--- config.mk ---
export PLATFORM = sky130hd
export DESIGN_NAME = alu_seq_exec
export DESIGN_NICKNAME = d
export VERILOG_FILES = /design/src/rtl/alu_seq_exec.sv
export SDC_FILE = /design/constraint.sdc
export NUM_CORES = 1
export LEC_CHECK = 0
export CAP_MARGIN = 20
export CORE_MARGIN = 8
export CORE_UTILIZATION = 39
export CTS_BUF_LIST = sky130_fd_sc_hd__clkbuf_4
export CTS_CLUSTER_DIAMETER = 60
export CTS_CLUSTER_SIZE = 10
export DETAILED_ROUTE_END_ITERATION = 10
export PLACE_DENSITY_LB_ADDON = 0.12
export SKIP_CTS_REPAIR_TIMING = 1
export SYNTH_ARGS = -nofsm -noshare
export SYNTH_HDL_FRONTEND = slang
export SYNTH_SLANG_ARGS = --single-unit
--- constraint.sdc ---
create_clock -name clk -period 4.7 [get_ports clk]
set_input_delay 0.705 -clock clk [delete_from_list [all_inputs] [get_ports clk]]
set_output_delay 0.705 -clock clk [all_outputs]
set_load 0.01 [all_outputs]
--- src/rtl/alu_seq_exec.sv ---
// rtl/alu_seq_exec.sv - execute-stage ALU with iterative 1-bit-per-cycle shifter
module alu_seq_exec #(
  parameter int DATA_W  = 32,
  parameter int SHAMT_W = 5
) (
  input  logic              clk,
  input  logic              rst_n,
  input  logic              in_valid,
  output logic              in_ready,
  input  logic [3:0]        alu_code,
  input  logic [DATA_W-1:0] op_a,
  input  logic [DATA_W-1:0] op_b,
  input  logic [SHAMT_W-1:0] shamt,
  output logic              out_valid,
  input  logic              out_ready,
  output logic [DATA_W-1:0] result,
  output logic              zero,
  output logic              illegal
);

  localparam logic [SHAMT_W-1:0] CNT_ONE = SHAMT_W'(1);

  typedef enum logic [1:0] {
    S_IDLE,
    S_SHIFT,
    S_DONE
  } state_t;

  state_t              state;
  logic [DATA_W-1:0]   acc;
  logic [SHAMT_W-1:0]  cnt;
  logic [1:0]          shift_kind;

  logic [DATA_W-1:0]   fast_res;
  logic                fast_ill;
  logic                is_shift;
  logic [DATA_W-1:0]   acc_next;

  assign is_shift = (alu_code[3:2] == 2'b00) && (alu_code[1:0] != 2'b11);

  // Single-cycle results; a shift by zero simply passes op_b through.
  always_comb begin
    fast_res = '0;
    fast_ill = 1'b0;
    case (alu_code)
      4'b0000, 4'b0001, 4'b0010: fast_res = op_b;
      4'b0011: fast_res = op_a + op_b;
      4'b0100: fast_res = {{(DATA_W-1){1'b0}}, ($signed(op_a) < $signed(op_b))};
      4'b0101: fast_res = op_a & op_b;
      4'b0110: fast_res = op_a | op_b;
      4'b0111: fast_res = op_a ^ op_b;
      4'b1000: fast_res = ~(op_a | op_b);
      4'b1001: fast_res = {op_b[15:0], {(DATA_W-16){1'b0}}};
      4'b1010: fast_res = op_a - op_b;
      default: fast_ill = 1'b1;
    endcase
  end

  always_comb begin
    acc_next = acc;
    case (shift_kind)
      2'b00:   acc_next = {acc[DATA_W-2:0], 1'b0};
      2'b01:   acc_next = {1'b0, acc[DATA_W-1:1]};
      default: acc_next = {acc[DATA_W-1], acc[DATA_W-1:1]};
    endcase
  end

  always_ff @(posedge clk or negedge rst_n) begin
    if (!rst_n) begin
      state      <= S_IDLE;
      in_ready   <= 1'b1;
      out_valid  <= 1'b0;
      result     <= '0;
      zero       <= 1'b1;
      illegal    <= 1'b0;
      acc        <= '0;
      cnt        <= '0;
      shift_kind <= 2'b00;
    end else begin
      case (state)
        S_IDLE: begin
          if (in_valid) begin
            in_ready <= 1'b0;
            if (is_shift && (shamt != '0)) begin
              acc        <= op_b;
              cnt        <= shamt;
              shift_kind <= alu_code[1:0];
              state      <= S_SHIFT;
            end else begin
              result    <= fast_res;
              zero      <= (fast_res == '0);
              illegal   <= fast_ill;
              out_valid <= 1'b1;
              state     <= S_DONE;
            end
          end
        end
        S_SHIFT: begin
          acc <= acc_next;
          cnt <= cnt - CNT_ONE;
          if (cnt == CNT_ONE) begin
            result    <= acc_next;
            zero      <= (acc_next == '0);
            illegal   <= 1'b0;
            out_valid <= 1'b1;
            state     <= S_DONE;
          end
        end
        S_DONE: begin
          // No accept here: ready only returns once the result has left.
          if (out_ready) begin
            out_valid <= 1'b0;
            in_ready  <= 1'b1;
            state     <= S_IDLE;
          end
        end
        default: begin
          state     <= S_IDLE;
          in_ready  <= 1'b1;
          out_valid <= 1'b0;
        end
      endcase
    end
  end

endmodule

Word level (Yosys, flattened, before mapping). Cells that the tools add are included.

Output and inout bits: 36. Logic and storage cells: 90. Flip-flop bits (word level): 77.

Bitwise operators: 5. Equal/unequal tests: 20. Muxes and demuxes: 34. Reductions and logical operators: 18. Add/sub/neg operators: 3. $lt $le $gt $ge: 1.

Operators with widths (count): 32-bit case mux with 9 select lines (1); 32-bit case mux with 2 select lines (3); 32-bit two-way mux (5); 32-bit logical NOT (2); 32-bit adder (1); 32-bit AND (1); 32-bit less-than comparator (1); 32-bit NOT (1); 32-bit OR (1); 32-bit subtractor (1); 32-bit bitwise XOR (1); 4-bit by 3-bit == test with 1-bit output (second input constant) (4); 1-bit two-way mux (13); 4-bit == test (second input constant) (3); 2-bit inequality test (second input constant) (6); 3-bit AND reduction (4); 11-bit OR reduction (1); 5-bit two-way mux (2); 5-bit case mux with 2 select lines (1); 4-bit by 2-bit == test with 1-bit output (second input constant) (2); 2-bit two-way mux (4); 4-bit AND reduction (2); 2-bit logical NOT (3); 1-bit case mux with 3 select lines (2); other kinds (13) (16).

Longest topological paths before layout.
Depth after elaboration: 7. Depth in mapped cells: 15.

Least setup slack after synthesis. Ideal clock, no wire load.

Kind: input-to-reg. Start point: in op_a[0]. End point: reg zero. Slack: 0.857 ns. Cell stages on the path: 14. Setup time: 0.086 ns. Required time: 4.614 ns. Arrival: 3.757 ns. Cells stage by stage: inv_1 > ha_1 > fa_1 > nor2_1 > o311ai_2 > and2_1 > a221oi_1 > o221ai_1 > or3_1 > or4_1 > nor4_1 > and4_1 > nand4_1 > o31ai_2.

Word-level cells in the longest chain between the ends: 7. Elaborated cells on any way between the ends: 12. Classes of those cells: add/sub: 2; order compare: 1; mux: 4; bitwise: 4; reduce/logical: 1.

Ends and longest elaborated chain: start, declared (RTL line 11) `input logic [DATA_W-1:0] op_a,`; parallel branches: the longest is 2 deep, another holds 32-bit subtractor; 32-bit case mux with 9 select lines (*) (RTL line 45) `case (alu_code)`; 32-bit logical NOT (*) (RTL line 91) `zero <= (fast_res == '0);`; 1-bit two-way mux (*) (RTL line 84) `if (is_shift && (shamt != '0)) begin`; 1-bit two-way mux (*) (RTL line 82) `if (in_valid) begin`; 1-bit case mux with 2 select lines (*) (RTL line 80) `case (state)`; end signal, assigned (RTL line 91); end signal, assigned (RTL line 103) `zero <= (acc_next == '0);`; end, declared (RTL line 17) `output logic zero,`.

Every way passes the cells marked *. The select of a mux whose other input is x is not followed. A chain may end at the register's enable or synchronous reset.

Worst setup path in the final report. Same ends and word-level chain as after synthesis.

==> run summary <==
Fill cells: 2730
CTS Buf Count: 9
Slew headroom: 36.8%
Via density: 6.14
Worst path arrival time: 5.02 ns
Kind of critical path: input port to register
GRT overflow: 0
Synth cell types: 96
Cells after Synth: 1475
Placed inst area: 0.0135 mm2
Worst slew pin tran: 0.940 ns
Max-Cap Viols: 0
Most common cell after layout, fill and taps aside: buf_4
DRT iter0 DRCs: 1612
Gp weighted congestion: 0.993
Number of antenna violations at the first check in global routing: 1
Crit. End Element: register
Finished Layout Cells: 2072
NumNets Final: 1914
Startpoint types: input port
Worst ir drop on vdd: 0.192 mV
Clock insertion delay at the later pin of the skew report: 0.46 ns
# IOs: 113
Comb pwr share: 63.5%
Die area: 0.0326 mm2
Hold slack: 0.496 ns
Sw frac: 49.6%
Register area share after synthesis: 18.3%
Max Root-Sink Buffers: 2
Leakage: 6.25 nW
Top cell type's share of synthesized area: 17.8%
EDFF count, synth: 0
CP endpoint: zero
Reg power frac: 27.8%
P_int: 2.31 mW
Worst Clk Skew: 0.0237 ns
Min cycle time layout: 4.65 ns
Synthesized cell area: 0.0106 mm2
Final Setup Violations: 0
Largest net degree at the start of global routing: 78
Most common flop cell mapped by yosys: dfrtp_1
WL final: 49300 um
Worst reg2reg path depth: 12
Via count: 12726
H-tree lvl count: 3
Setup WS post-layout: 0.0481 ns
Worst-path fanout max: 2
DR WL/cell: 23.8 um
CP startpoint: op_a[0]
TritonCTS clock tree: yes
Syn Nets: 1664
Unrepaired setup endpoints after global routing: false
Post-route setup TNS: 0 ns
Total GRT Usage: 29.0%
HP Class: register to register
Die height: 180 um
Most frequent cells in the layout: 224 x buf_4, 206 x nand2_1, 128 x nor2_1
PortBufs: 112
Async SR Flop Fraction: 100%
Design area: 0.0137 mm2
Post-route clock period utilization: 99.0%
Share of cells above drive strength 1: 16.9%
Fin. Hold Viols: 0
DP Cell Count: 2053
Clock Power Share: 8.7%
P_sw: 2.28 mW
#FFs+latches synth: 77
CTS root buffer: clkbuf_4
Pre-antenna DRT Iters: 6
Post-synth top area cell: dfrtp_1
Register-to-Register Setup Slack: 0.86 ns
Achievable Freq: 215 MHz
Clk slew on worst S/H paths: 0.14 ns
Synth area leaders: dfrtp_1 18%, ha_1 13%, nand2_1 7.3%
Place WS: -0.284 ns
PwrDens: 335 mW/mm2
Final HPWL DP: 39600 um
Mapped Avg Cell Area: 7.15 um2
RR Startpoint: cnt[0]
Vias in the first global route: 12252
Synthesis-to-layout area growth: 30.0%
Die width: 180 um
DRC: 0
Clock sinks: 77
RR Endpoint: zero
Global-route wire length before repair: 74000 um
Worst Path Required: 5.07 ns
Max-slew violations: 0
Floorplan core area: 0.0267 mm2
Post-route antenna net violation count: 0
Synthesis warning total: 0
Run status: completed
Initial Util: 39.5%
# rows: 60
synthesized netlist by cell type (5+ instances only):
library cell  count
or2_2             6
a222oi_1         14
nand2b_1         10
a21boi_0          5
inv_1            99
a221o_1           7
dfrtp_1          75
clkbuf_1         73
nor2_1          129
nor4_1           14
ha_1            110
o22ai_1           6
mux2i_1          11
nand4b_1          5
a21o_1           19
o21a_1           10
o31a_1            7
nor4bb_1          5
o211ai_1         16
or3_1            12
nand4_1          13
and2_1            7
o21ai_1           5
a22oi_1          14
o31ai_1          42
o21ai_0         124
and3_1           23
nor2b_1          17
a311oi_1          6
buf_2            19
o2111ai_1         6
a21oi_1          95
nand2_1         206
or4_1             5
a221oi_1         15
a31oi_1          13
buf_1             6
o221ai_1         17
a211oi_1         17
nand3_1          37
nor3_1           34
a32oi_1           7
o21bai_1          6
per-stage QoR:
stage | utilization [%] | total power [mW]
6_report | 51.3 | 4.59
5_1_grt | 51.3 | 4.95
4_1_cts | 51.2 | 4.58
3_5_place_dp | 50.7 | 4.17
3_3_place_gp | 50.7 | 4.15
2_1_floorplan | - | 2.87
state kept, by name, summed over array words and instances (netlist names):
signal      cells
in_ready        1
illegal         1
cnt             5
shift_kind      2
acc            32
zero            1
result         32
out_valid       1
state           2
cells by family (layout without fill, tap and decap cells):
| kind of cell | Yosys count | in the layout | share of synthesized area [%] |
|---|---|---|---|
| buffers and inverters | 205 | 460 | 7.91 |
| DFF | 77 | 77 | 18.3 |
| adders and majority gates | 112 | 112 | 13.4 |
| and+or+nand+nor | 556 | 556 | 25.5 |
| xor gates and xnor gates | 4 | 4 | 0.332 |
| other | 0 | 1 | 0 |
| muxes | 16 | 16 | 1.58 |
| AOI/OAI and AO/OA | 505 | 505 | 33.0 |
per-layer routing:
metal | global-route usage [%] | vias up | share of wire [%]
met3 | 4.60 | 92 | 8.4
li1 | - | 5931 | -
met4 | 10.3 | 0 | 3.6
met5 | 0 | - | 0
met2 | 48.2 | 595 | 46
met1 | 37.4 | 6108 | 42
final cells by class:
type | instances | area, um2 | share of cell area, %
clock buffers | 9 | 67.6 | 0.492
repair buffers | 344 | 2970 | 21.6
inverters | 100 | 375 | 2.74
multi-input cells | 1193 | 7880 | 57.4
diodes | 1 | 2.50 | 0.0182
clock inverters | 7 | 67.6 | 0.492
flip-flops and latches | 77 | 1930 | 14.1
well taps | 341 | 427 | 3.11
how the worst min path moves through the flow:
stage / endpoint / slack [ns] / depth (start not counted) / from
floorplan: acc[0] / 0.41 / 0 / rst_n
global placement: result[23] / 0.46 / 2 / result[23]
detailed placement: result[13] / 0.47 / 1 / result[13]
CTS: state[1] / 0.42 / 1 / rst_n
global route: result[23] / 0.52 / 2 / result[23]
finish: result[23] / 0.50 / 2 / result[23]
worst max-delay path: stages:
cell and delay (ns):
clkdlybuf4s50_1 0.49, inv_1 0.07, ha_1 0.23, fa_1 0.39
nor2_1 0.21, o311ai_2 0.13, and2_1 0.17, a221oi_1 0.31
o221ai_1 0.21, or3_1 0.41, or4_1 0.54, nor4_1 0.58
and4_1 0.29, nand4_1 0.10, o31ai_2 0.18
power groups by stage:
stage	clock, mW	sequential (mW)	combinational, mW
2_1_floorplan	0	1.25	1.61
3_3_place_gp	0	1.29	2.86
3_5_place_dp	0	1.29	2.88
4_1_cts	0.411	1.28	2.89
5_1_grt	0.437	1.32	3.19
6_report	0.400	1.28	2.92
(Power assumes the default switching activity.)
